**config.mk**
```make
export PLATFORM = sky130hd
export DESIGN_NAME = hazard_stall_ctrl
export DESIGN_NICKNAME = d
export VERILOG_FILES = /design/src/rtl/hazard_stall_ctrl_pkg.sv /design/src/rtl/sat_counter.sv /design/src/rtl/hazard_stall_ctrl.sv
export SDC_FILE = /design/constraint.sdc
export NUM_CORES = 1
export LEC_CHECK = 0
export ABC_CLOCK_PERIOD_IN_PS = 3200
export CORE_MARGIN = 1
export CORE_UTILIZATION = 48
export CTS_CLUSTER_SIZE = 40
export DETAILED_ROUTE_END_ITERATION = 16
export PLACE_DENSITY = 0.85
export SYNTH_ARGS = -nofsm -noshare
export SYNTH_HDL_FRONTEND = slang
export SYNTH_HIERARCHICAL = 1
export SYNTH_SLANG_ARGS = --single-unit
```
**constraint.sdc**
```tcl
create_clock -name clk -period 3.2 [get_ports clk]
set_input_delay 0.96 -clock clk [delete_from_list [all_inputs] [get_ports clk]]
set_output_delay 0.96 -clock clk [all_outputs]
set_load 0.05 [all_outputs]
```
**src/rtl/hazard_stall_ctrl_pkg.sv**
```systemverilog
// Shared definitions for the pipeline sequencing controller.
// Latency: n/a (types, constants and a pure combinational helper only).
// Backpressure: n/a.
//
// Contents:
//   ctrlState_t  - sequencer state encoding (RUN = 0, MDU_WAIT = 1)
//   REG_ADDR_W   - register-file address width
//   REG_X0       - hard-wired zero register; never a real producer
//   srcMatch()   - true when a source operand is read and names the given destination
package hazard_stall_ctrl_pkg;

   localparam int REG_ADDR_W = 5;
   localparam logic [REG_ADDR_W-1:0] REG_X0 = '0;

   typedef enum logic {
      RUN      = 1'b0,
      MDU_WAIT = 1'b1
   } ctrlState_t;

   function automatic logic srcMatch(input logic                  uses,
                                     input logic [REG_ADDR_W-1:0] src,
                                     input logic [REG_ADDR_W-1:0] dst);
      return uses && (src == dst);
   endfunction

endpackage

```
**src/rtl/sat_counter.sv**
```systemverilog
// Saturating up-counter for performance events.
// Latency: count reflects an inc one cycle after it is sampled.
// Backpressure: none; sticks at all-ones instead of wrapping.
//
// Ports:
//   clk   - clock
//   rst   - synchronous active-high reset, clears count
//   inc   - count this cycle
//   count - current value
module sat_counter #(
   parameter int W = 16
) (
   input  logic         clk,
   input  logic         rst,
   input  logic         inc,
   output logic [W-1:0] count
);

   always_ff @(posedge clk) begin
      if (rst) begin
         count <= '0;
      end else if (inc && (count != {W{1'b1}})) begin
         count <= count + W'(1);
      end
   end

endmodule

```
**src/rtl/hazard_stall_ctrl.sv**
```systemverilog
// Pipeline sequencing controller: stall on RAW hazards, flush on taken branches, sequence the MDU.
// Latency: control outputs are combinational from state and inputs; state, error and counters update next edge.
// Backpressure: holds PC/IF/ID/ID-EX while the MDU is busy; the MDU is bounded by a timeout and abort.
//
// Ports:
//   clk, rst                          - clock, synchronous active-high reset
//   IF_ID_R1/R2, IF_ID_UsesR1/R2      - source registers of the ID instruction and whether each is read
//   ID_EX_Rd, ID_EX_RegWrite,
//   ID_EX_MemRead, ID_EX_IsMdu        - the instruction currently in EX
//   EX_MEM_BranchTaken                - taken branch/jump resolved in MEM
//   mdu_done                          - MDU result valid pulse
//   pc_write, if_id_write, id_ex_write - pipeline register enables
//   if_id_flush, id_ex_flush, ex_mem_flush - NOP insertion
//   ex_mem_bubble                     - NOP into EX/MEM while EX is held
//   mdu_start, mdu_abort              - single-cycle MDU pulses
//   mdu_error                         - sticky timeout flag
//   stall_cnt, flush_cnt              - saturating event counters
module hazard_stall_ctrl
   import hazard_stall_ctrl_pkg::*;
#(
   parameter bit FWD_EX_MEM  = 1'b0,
   parameter int MDU_TIMEOUT = 64,   // must be >= 2
   parameter int CNT_W       = 16
) (
   input  logic                  clk,
   input  logic                  rst,
   input  logic [REG_ADDR_W-1:0] IF_ID_R1,
   input  logic [REG_ADDR_W-1:0] IF_ID_R2,
   input  logic                  IF_ID_UsesR1,
   input  logic                  IF_ID_UsesR2,
   input  logic [REG_ADDR_W-1:0] ID_EX_Rd,
   input  logic                  ID_EX_RegWrite,
   input  logic                  ID_EX_MemRead,
   input  logic                  ID_EX_IsMdu,
   input  logic                  EX_MEM_BranchTaken,
   input  logic                  mdu_done,
   output logic                  pc_write,
   output logic                  if_id_write,
   output logic                  id_ex_write,
   output logic                  if_id_flush,
   output logic                  id_ex_flush,
   output logic                  ex_mem_flush,
   output logic                  ex_mem_bubble,
   output logic                  mdu_start,
   output logic                  mdu_abort,
   output logic                  mdu_error,
   output logic [CNT_W-1:0]      stall_cnt,
   output logic [CNT_W-1:0]      flush_cnt
);

   localparam int TO_W = (MDU_TIMEOUT > 2) ? $clog2(MDU_TIMEOUT) : 1;
   localparam logic [TO_W-1:0] TO_LAST = TO_W'(MDU_TIMEOUT - 1);

   ctrlState_t      state, nextState;
   logic [TO_W-1:0] toCnt, toCntNext;
   logic            errSet;
   logic            hazRaw, haz;

   // RAW dependency on the EX-stage producer. With EX/MEM forwarding only a
   // load can still be unresolved, since its data appears after MEM.
   assign hazRaw = ID_EX_RegWrite && (ID_EX_Rd != REG_X0) &&
                   (srcMatch(IF_ID_UsesR1, IF_ID_R1, ID_EX_Rd) ||
                    srcMatch(IF_ID_UsesR2, IF_ID_R2, ID_EX_Rd));
   assign haz    = hazRaw && (!FWD_EX_MEM || ID_EX_MemRead);

   always_ff @(posedge clk) begin
      if (rst) begin
         state     <= RUN;
         toCnt     <= '0;
         mdu_error <= 1'b0;
      end else begin
         state <= nextState;
         toCnt <= toCntNext;
         if (errSet) begin
            mdu_error <= 1'b1;
         end
      end
   end

   always_comb begin
      pc_write      = 1'b1;
      if_id_write   = 1'b1;
      id_ex_write   = 1'b1;
      if_id_flush   = 1'b0;
      id_ex_flush   = 1'b0;
      ex_mem_flush  = 1'b0;
      ex_mem_bubble = 1'b0;
      mdu_start     = 1'b0;
      mdu_abort     = 1'b0;
      errSet        = 1'b0;
      nextState     = state;
      toCntNext     = toCnt;

      if (rst) begin
         // The MDU is reset by the same rst, so no abort is needed here.
         nextState = RUN;
      end else if (EX_MEM_BranchTaken) begin
         // The EX instruction is younger than the branch; any MDU op there dies too.
         if_id_flush  = 1'b1;
         id_ex_flush  = 1'b1;
         ex_mem_flush = 1'b1;
         if (state == MDU_WAIT) begin
            mdu_abort = 1'b1;
         end
         nextState = RUN;
      end else if (state == RUN) begin
         if (ID_EX_IsMdu) begin
            pc_write      = 1'b0;
            if_id_write   = 1'b0;
            id_ex_write   = 1'b0;
            ex_mem_bubble = 1'b1;
            mdu_start     = 1'b1;
            toCntNext     = '0;
            nextState     = MDU_WAIT;
         end else if (haz) begin
            // Bubble into EX; the producer moves on to MEM where it forwards.
            pc_write    = 1'b0;
            if_id_write = 1'b0;
            id_ex_flush = 1'b1;
         end
      end else begin
         // MDU_WAIT: a done pulse releases the pipe in the same cycle.
         if (mdu_done) begin
            nextState = RUN;
         end else begin
            pc_write      = 1'b0;
            if_id_write   = 1'b0;
            id_ex_write   = 1'b0;
            ex_mem_bubble = 1'b1;
            if (toCnt == TO_LAST) begin
               mdu_abort = 1'b1;
               errSet    = 1'b1;
               nextState = RUN;
            end else begin
               toCntNext = toCnt + TO_W'(1);
            end
         end
      end
   end

   sat_counter #(.W(CNT_W)) uStallCnt (
      .clk   (clk),
      .rst   (rst),
      .inc   (!pc_write),
      .count (stall_cnt)
   );

   sat_counter #(.W(CNT_W)) uFlushCnt (
      .clk   (clk),
      .rst   (rst),
      .inc   (ex_mem_flush),
      .count (flush_cnt)
   );

endmodule

```
Yosys cells after proc, flatten, opt, wreduce, memory -nomap -nowiden. Cells that the tools add are included.

$add $sub $neg: 3. Equality and inequality tests: 7. Mux-type cells: 40. Bitwise logic cells: 1. Reduce and logical (&&, ||, !) cells: 12.

Operators by type and width (count): two-way mux 1 bit (36); adder 16 x 1 -> 16 bit, second input constant (2); != test 16 bit, second input constant (2); two-way mux 6 bit (4); == test 5 bit (2); adder 6 x 1 -> 6 bit, second input constant (1); == test 6 bit, second input constant (1); logical AND 1 bit (6); nonzero test 5 bit (1); != test 2 bit, second input constant (2); AND reduction 4 bit (1); nonzero test 2 bit (1); OR reduction 2 bit (1); zero test 1 bit (1); logical OR 1 bit (1); inverter 1 bit (1).

Register bits after elaboration: 40. Bits of input ports: 24. Output and inout bits: 42. Word-level logic and storage cells: 68.

Logic depth before layout (Yosys ltp). Gate-level depths: netlist of run 1.

Depth in word-level cells: 11. Depth in mapped cells: 9. Gate-level depth less buffers: 8.

Cells and area by module. Netlist of run 1, hierarchy kept.

Modules (own cells, without submodules): sat_counter (instances 2, cells an instance 99, area each 848.3 µm², seq. area each 320.3 µm²); hazard_stall_ctrl (instances 1, cells an instance 81, area each 630.6 µm², seq. area each 160.2 µm²).

Worst setup path before layout of run 1. No wires, ideal clock.

Path type: input port to output port. Start point: input ID_EX_Rd[2]. End point: output id_ex_flush. Arrival: 2.789 ns. Required time: 2.240 ns. Setup slack: -0.549 ns. Stages: 4. Buffers on the path: 0. Cells stage by stage: xor2_1 -> nor4_1 -> a32oi_1 -> o32ai_1.

Word-level cells in the longest chain between the ends: 9. Elaborated cells between the ends (all ways): 13. Those cells by class: eq/ne: 2; mux: 5; reduce/logical: 6.

RTL lines: start: declaration (RTL line hazard_stall_ctrl.sv:31) `input logic [REG_ADDR_W-1:0] ID_EX_Rd,`; == test 5 bit (RTL line hazard_stall_ctrl_pkg.sv:23) `return uses && (src == dst);`; logical AND 1 bit (RTL line hazard_stall_ctrl_pkg.sv:23); logical OR 1 bit (RTL line hazard_stall_ctrl.sv:62) `(srcMatch(IF_ID_UsesR1, IF_ID_R1, ID_EX_Rd) ||`; logical AND 1 bit (*) (RTL line hazard_stall_ctrl.sv:61) `assign hazRaw = ID_EX_RegWrite && (ID_EX_Rd != REG_X0) &&`; two-way mux 1 bit (*) (RTL line hazard_stall_ctrl.sv:115) `end else if (haz) begin`; two-way mux 1 bit (*) (RTL line hazard_stall_ctrl.sv:107) `if (ID_EX_IsMdu) begin`; two-way mux 1 bit (*) (RTL line hazard_stall_ctrl.sv:106) `end else if (state == RUN) begin`; two-way mux 1 bit (*) (RTL line hazard_stall_ctrl.sv:97) `end else if (EX_MEM_BranchTaken) begin`; two-way mux 1 bit (*) (RTL line hazard_stall_ctrl.sv:94) `if (rst) begin`; end: declaration (RTL line hazard_stall_ctrl.sv:41) `output logic id_ex_flush,`.

Mark *: on every way between the ends. The rest lies on a longest branch, timed or not.

Worst setup path after layout of run 1.
Start point: input ID_EX_IsMdu. End point: output if_id_write.

Word-level cells in the longest chain between the ends: 4.

RTL lines: start: declaration (RTL line hazard_stall_ctrl.sv:34) `input logic ID_EX_IsMdu,`; two-way mux 1 bit (RTL line hazard_stall_ctrl.sv:107); two-way mux 1 bit (RTL line hazard_stall_ctrl.sv:106); two-way mux 1 bit (RTL line hazard_stall_ctrl.sv:97); two-way mux 1 bit (RTL line hazard_stall_ctrl.sv:94); end: declaration (RTL line hazard_stall_ctrl.sv:38) `output logic if_id_write,`.

Every way passes these cells.

==> results, run 1 <==
- The largest single stage delay on the critical path is ~0.50 ns.
- The total negative slack is -0.00234 ns.
- The worst slack at placement is -0.455 ns.
- The total wire length after detailed routing is 6110 um.
- The highest net fanout along the worst path is 4.
- For this design the top-level I/O count stands at between 60 and 70.
- Net switching is about a quarter of the power.
- The total standard cell area after synthesis is ~2300 um2.
- The aggregate global-route resource usage is roughly a quarter.
- TritonCTS built the clock tree.
- Walking the worst path, the cells encountered are clkdlybuf4s50_1 -> nor2_1 -> or3_4 -> o21a_2 -> buf_12.
- STA classifies the critical path startpoint as an input pin.
- After synthesis, flip-flops and latches occupy between 30 and 40% of the total area.
- The area growth from synthesis to layout is 42.7%.
- The power density normalized to cell area is ~330 nW/um2.
- The slowest stage of the critical path is the clkdlybuf4s50_1 cell.
- The maximum vdd ir drop is roughly 0.00031 V.
- The clock latency on the worst-skew pair is roughly 0.29 ns.
- The count of filler cells inserted in the layout is roughly 320.
- The detailed-routing iteration count for the pre-antenna-repair pass is 4.
- In this run, synthesis inferred 0 flip-flops with an integrated enable.
- The time the final worst path needs with I/O delays and setup is around 3.2 ns.
- The final number of max-transition violations came to 0.
- The leftover overflow at the end of global routing is 0.
- The final hold violation count came to 0.
- The count of state elements after synthesis is 40.
- In the final layout, the share of cells above drive strength 1 is ~18%.
- For this configuration, the core starts out at a cell density of between 50% and 60%.
- Clock tree synthesis found a total of 40 sinks.
- The relative contribution of sequential cells to total power is 45.7%.
- The net count after synthesis is a little over 300.
- The clock passes through at most 2 buffers.
- Derived from the worst setup path, the maximum achievable clock frequency is ~310 MHz.
- The dominant cell by count in the synthesized netlist is dfxtp_1.
- Of the total synthesized cell area, the portion taken by XOR and XNOR cells is 5.27%.
- The number of DRC markers in iteration 0 is 173.
- The vertical extent of the die is approximately 70 um.
- Yosys mapped the design onto 43 distinct sky130hd cell types.
- In this run the static leakage power is 0.00116 uW.
- The total net switching power is between 200 and 300 uW.
- The setup path with the least slack is of type in -> out.
- The total core area is around 4500 um2.
- The combinational family with the most area after synthesis is simple AND/OR/NAND/NOR gates.
- The horizontal die dimension is slightly above 70 um.
- Yosys attributes the largest share of cell area to dfxtp_1, a21oi_1, or4_1.
- The initial antenna violation count came to 0.
- The number of placement rows is 24.
- The floorplan step defined a die boundary enclosing ~5100 um2.
- The number of global-route vias before repair is roughly 2300.
- Entering global routing, the biggest net connects 39 pins.
- The tightest min-delay check is of the reg -> reg type.
- The number of buffers created by CTS is 5.
- The actual slew at the worst max-slew pin is ~0.8 ns.
- The H-tree was split into 2 levels.
- The number of antenna-violating nets in the routed design is 0.
- After synthesis, the most frequently instantiated cells are dfxtp_1, a21oi_1, nand2_1, nor2_1, nand3_1.
- The flow ran to the end, but the final reports show violations.
- The vias after detailed routing is 2449.
- The via density per instance is about 6.0.
- Counting instances, the worst hold path has a depth of 2.
- The worst path required time is 2.24 ns.
- The number of cells on the worst reg-to-reg path is 8.
- Max-cap violations in this run came to 0.
- Summing the areas of all compound-gate instances in the mapped netlist gives between 10% and 20% of the synthesized area.
- The setup check on the worst reg-to-reg path leaves a slack of around 0.90 ns.
- In the synthesized netlist, mux cells make up about 1.8% of the area.
- The portion of total power attributed to combinational logic is between 10% and 20%.
- Yosys printed 6 warnings.
- The number of instances in the placed design is approximately 400.
- The adder-cell share of the synthesized area is under 10%.
- At the end of routability-driven placement, the weighted congestion stood at slightly below 0.9.
- The top flip-flop cell by instance count after synthesis is dfxtp_1.
- The data arrival at the endpoint of the critical path is 2.24 ns.
- The count of antenna diodes in the layout is 0.
- The cell area reported after detailed placement is 3180 um2.
- Setup repair after global routing could not meet its margin everywhere.
- The cell family contributing the most delay on the critical path is buffers and inverters.
- The clock slew at the register clock pins of the worst setup and hold paths is roughly 0.080 ns.
- The synthesized design devotes to its leading area cell type 34.4% of total area.
- The first global-routing pass estimated ~10000 um of wire.
- The DRC violation count after routing is 0.
- The final reports fail on negative setup slack.
- The tree is rooted in a clkbuf_8.
- Summed over all instances, the cell type with the most area after synthesis is dfxtp_1.
- After detailed routing, the average wire length per cell comes to 14.9 um.
- Counting every instance in the synthesized netlist gives about 280.
- Of all flip-flops after synthesis, the portion carrying an async set or reset was 0%.
- Leaving out filler cells and counting taps, the final layout contains about 400.
- The post-layout instance area is about 3300 um2.
- For this run, the post-layout net count is about 380.
- The final critical-path setup slack is -0.00173 ns.
- The critical path runs through a total of 5 cells.
- The final worst clock skew is between 0.008 and 0.009 ns.
- A synthesized cell averages 8.34 um2.
- The synthesized netlist devotes 34.1% of its cell area to simple gates.
- The buffering stage count on the worst path with inverters included is 2.
- In this run the tool buffered the top-level ports with 64 buffer cells.
- Setup violations remaining at the end of the flow were counted as 2.
- The post-DP HPWL is roughly 4200 um.
- The worst setup path is captured at an output port.
- Dividing the final minimum period by the clock period gives 100%.
- Per report_power, the clock group accounts for between 40% and 50% of the total.
- Headroom to the max-slew limit came out at a little under half.
- Internal power comes to roughly 850 uW.
metal layers:
metal / wire [um] / vias to the layer above / GRT usage (%)
met5: 0 / - / 0
met4: 83 / 0 / 9.59
met3: 421 / 8 / 5.77
met2: 2990 / 91 / 42.2
met1: 2620 / 1138 / 29.6
li1: - / 1212 / -
through the flow:
| step | power [uW] | hold slack, ns | utilization [%] |
|---|---|---|---|
| finish | 1110 | 0.494 | 73.8 |
| global route | 1150 | 0.517 | 73.8 |
| CTS | 1110 | 0.494 | 73.4 |
| detailed placement | 667 | 0.468 | 70.6 |
| global placement | 664 | 0.460 | 70.6 |
| floorplan | 590 | 0.449 | - |
kinds of logic after synthesis:
family                   Yosys count
XOR/XNOR                          14
multiplexers                       4
flip-flops                        40
AO/OA/AOI/OAI                     66
buffers and inverters             22
AND/OR/NAND/NOR                  130
adder cells (fa/ha/maj)            3
area by class of cell:
cell class,count,area [um2],share of cell area [%]
Inverter,9,33.8,1.02
Timing Repair Buffer,84,833,25.1
Tap cell,52,65.1,1.96
Clock buffer,7,96.3,2.90
Sequential cell,40,801,24.1
Multi-Input combinational cell,217,1460,44.0
Clock inverter,1,30.0,0.904
timing repair:
action	4_1_cts	5_1_grt
gates cloned	0	0
gates resized for setup	44	3
buffers inserted	1	0
setup endpoints to repair	4	4
hold buffers	0	0
pin swaps	9	0
state kept, by name, indices dropped and copies added, names as in the netlist:
name,flops
uStallCnt/count,16
state,1
mdu_error,1
uFlushCnt/count,16
toCnt,6
power by group through the flow:
stage                     sequential, uW  combinational (uW)  clock [uW]
after floorplan                      523                67.6           0
after global placement               517                 147           0
after detailed placement             517                 149           0
after CTS                            506                 148         459
after global routing                 506                 159         482
final                                506                 150         450
path summary, 6_finish.rpt:
path          startpoint            endpoint
max          ID_EX_IsMdu         if_id_write
min             toCnt[5]            toCnt[5]
max reg2reg        state  uStallCnt/count[7]
min reg2reg     toCnt[5]            toCnt[5]
tightest hold or removal path, stage by stage (launching register included):
cell and delay [ns]:
dfxtp_1 0.33, o31ai_1 0.07, a21oi_1 0.05
placed cells by master (no fill, tap or decap), types with 3 or more instances in the layout:
cell type	instances
buf_6	4
nand3_1	16
o31ai_1	13
nor3_1	9
a21oi_1	28
clkdlybuf4s50_1	41
xor2_1	8
buf_2	6
inv_1	9
or4_1	15
and4_1	6
o21ai_0	12
nand2_1	20
nand3b_1	3
clkdlybuf4s15_1	3
clkbuf_8	7
nand4_1	7
buf_12	7
buf_4	19
nor2b_1	5
xnor2_1	6
dfxtp_1	40
nor2_1	18
or3_1	9
dlygate4sd2_1	4
nor4_1	4
ha_1	3
Note: power is estimated with default switching activity, not from simulation.
==> run 2, diff against run 1 <==
Settings changed: PLACE_DENSITY 0.85 to 0.81, SETUP_SLACK_MARGIN from default to 0.5.
==> run 2 against run 1 <==
The flow now finishes without violations. Hold slack got worse by 0.015 ns. Final cell count increased by 0.73%. Via count increased by 1.7%. Non-clock buffer count increased by 3. Sequential cell count unchanged. Worst setup slack improved by 0.075 ns. Routed wire length increased by 2.2%. Utilization increased by 4.3 points. Clock power decreased by 7.8%. Power decreased by 0.27%. Clock-buffer cell count decreased by 1. Maximum frequency increased by 2.4%. Critical endpoint is now id_ex_flush.
==> results, run 2 (synthesized netlist as in run 1, its figures left out) <==
- The run finished with clean final reports.
- STA classifies the critical path startpoint as an input pin.
- The number of global-route vias before repair is 2152.
- The TritonCTS clock tree is built.
- On the final layout, the worst hold slack is 0.478 ns.
- The total wire length after detailed routing is approximately 6300 um.
- The largest registers in the layout are uFlushCnt/count x16, uStallCnt/count x16, toCnt x6.
- At the end of routability-driven placement, the weighted congestion stood at around 0.75.
- The floorplan step defined a core boundary enclosing between 4000 and 5000 um2.
- Dividing the final minimum period by the clock period gives 97.7%.
- In the final design database the tool counted 387 nets.
- Once routing completed, OpenROAD measured the worst setup slack at between 0.07 and 0.08 ns.
- The cell sitting at the root of the clock tree is a clkbuf_8.
- The number of hold buffers added after CTS is 0.
- The number of DRC markers in iteration 0 is around 160.
- In the final layout, the share of cells above drive strength 1 is approximately 24%.
- The final number of max-transition violations is 0.
- The number of placement rows is 24.
- After detailed routing, the number of remaining DRC violations is 0.
- The clock latency on the worst-skew pair is ~0.30 ns.
- The worst slack at placement is -0.397 ns.
- The count of pins on the block boundary is 66.
- The detailed router placed approximately 2500 vias in this run.
- The maximum number of pins on one net before global-route repair is 21.
- Summed over all layers, the global routing overflow is 0.
- The global-route wire length before repair is 9690 um.
- The vertical extent of the die is between 70 and 80 um.
- The final worst clock skew is ~0.0062 ns.
- The deepest clock path buffer count is 2.
- The first detailed-routing pass took 4 iterations.
- Leaving out fill and tap cells, the most frequent cell in the layout is dfxtp_1.
- The final hold violation count is 0.
- The post-route total power is between 1000 and 1500 uW.
- The highest net fanout along the worst path is 3.
- The maximum operating frequency is between 300 and 400 MHz.
- Setup violations remaining at the end of the flow were counted as 0.
- The number of antenna-violating nets in the routed design is 0.
- The worst setup path is of the in -> out kind.
- The clock slew at the register clock pins of the worst setup and hold paths is ~0.08 ns.
- The leakage dissipation is between 0.001 and 0.0015 uW.
- At the pin with the least slew margin, the transition time is between 0.7 and 0.8 ns.
- The die outline area is 5130 um2.
- The worst path needs between 3 and 4 ns of the cycle, external delays included.
- The H-tree was split into 2 levels.
- STA puts the critical path data arrival time at between 2 and 2.5 ns.
- Setup repair after global routing could not meet its margin everywhere.
- The initial antenna violation count is 0.
- After detailed routing, the number of vias per cell comes to around 6.0.
- The worst hold path belongs to the class reg -> reg.
- The maximum vdd ir drop is about 0.00031 V.
- The type of destination of the critical path is an output port.
- Counting the buffers created by CTS gives 5.
- At the end of the flow the core is filled with cells to ~80%.
- The repair_antennas step left the layout with diodes totalling 0.
- Input and output buffers added on the ports amount to between 60 and 70.
- Relative to the synthesized area, the layout overhead comes to 51.1%.
- Global routing used between 20% and 30% of the available tracks.
- The power density normalized to cell area is 313 nW/um2.
- In the layout the commonest cells are dfxtp_1, clkdlybuf4s50_1, a21oi_1.
- In the final routed layout, each cell accounts on average for around 15 um.
- The floorplan step set the die width to 71.6 um.
- In the final timing run, aggregate negative setup slack is 0 ns.
- The worst max-slew margin expressed relative to the limit is a little under half.
- Across the run, the number of max-cap violations was 0.
- For this design, the sink count on the clock tree is 40.
- The starting density of the core is between 50% and 60%.
- Summed over all nets, the half-perimeter wirelength after detailed placement is between 4000 and 5000 um.
- For the worst setup path, the data required time is 2.24 ns.
==> run 2: layout make-up <==
class	instances	area (um2)
flip-flops and latches	40	805
repair buffers	87	911
clock inverters	2	35.0
multi-input cells	217	1590
inverters	9	41.3
clock buffers	6	72.6
fillers	330	987
well taps	52	65.1
==> run 2: path summary, 6_finish.rpt <==
check               from                  to  slack, ns  depth (start not counted)
max          IF_ID_R2[2]         id_ex_flush       0.07                          6
max reg2reg        state  uStallCnt/count[9]       1.05                          9
min            mdu_error           mdu_error       0.48                          2
min reg2reg    mdu_error           mdu_error       0.48                          2
==> run 2: metal layers <==
metal	track usage (%)	routed length [um]	vias to the layer above
met5	0	0	-
met4	8.50	106	0
met3	4.64	383	10
met2	41.2	2960	87
met1	29.5	2800	1172
li1	-	-	1221
==> run 2: where the power goes <==
group	leakage (uW)	internal, uW	switching (uW)	total [uW]
Sequential	0.000323	500	5.69	506
Clock	0.0000552	232	184	415
Combinational	0.000842	87.8	93.5	181
==> run 2: metrics by stage <==
stage                     area [um2]  instances
final                           3520        413
after CTS                       3410        411
after global placement          3220        400
after global routing            3520        413
after detailed placement        3220        400
after floorplan                 2390        279
==> run 2: what timing repair did <==
item,4_1_cts,5_1_grt
endpoints found under the setup margin,30,24
resized for setup,69,28
gates cloned,1,0
setup buffers,2,2
pin swaps,16,14
==> run 2: worst max-delay path, cell delays in order <==
cell and delay [ns]:
buf_8 0.10, xor2_4 0.18, nor4_4 0.31, a32oi_4 0.18
o32ai_4 0.26, buf_12 0.17
==> run 3, diff against run 2 <==
Settings changed: CAP_MARGIN from default to 10.
==> results of run 3 <==
Final layout, timing and power as in run 2 (identical DEF).
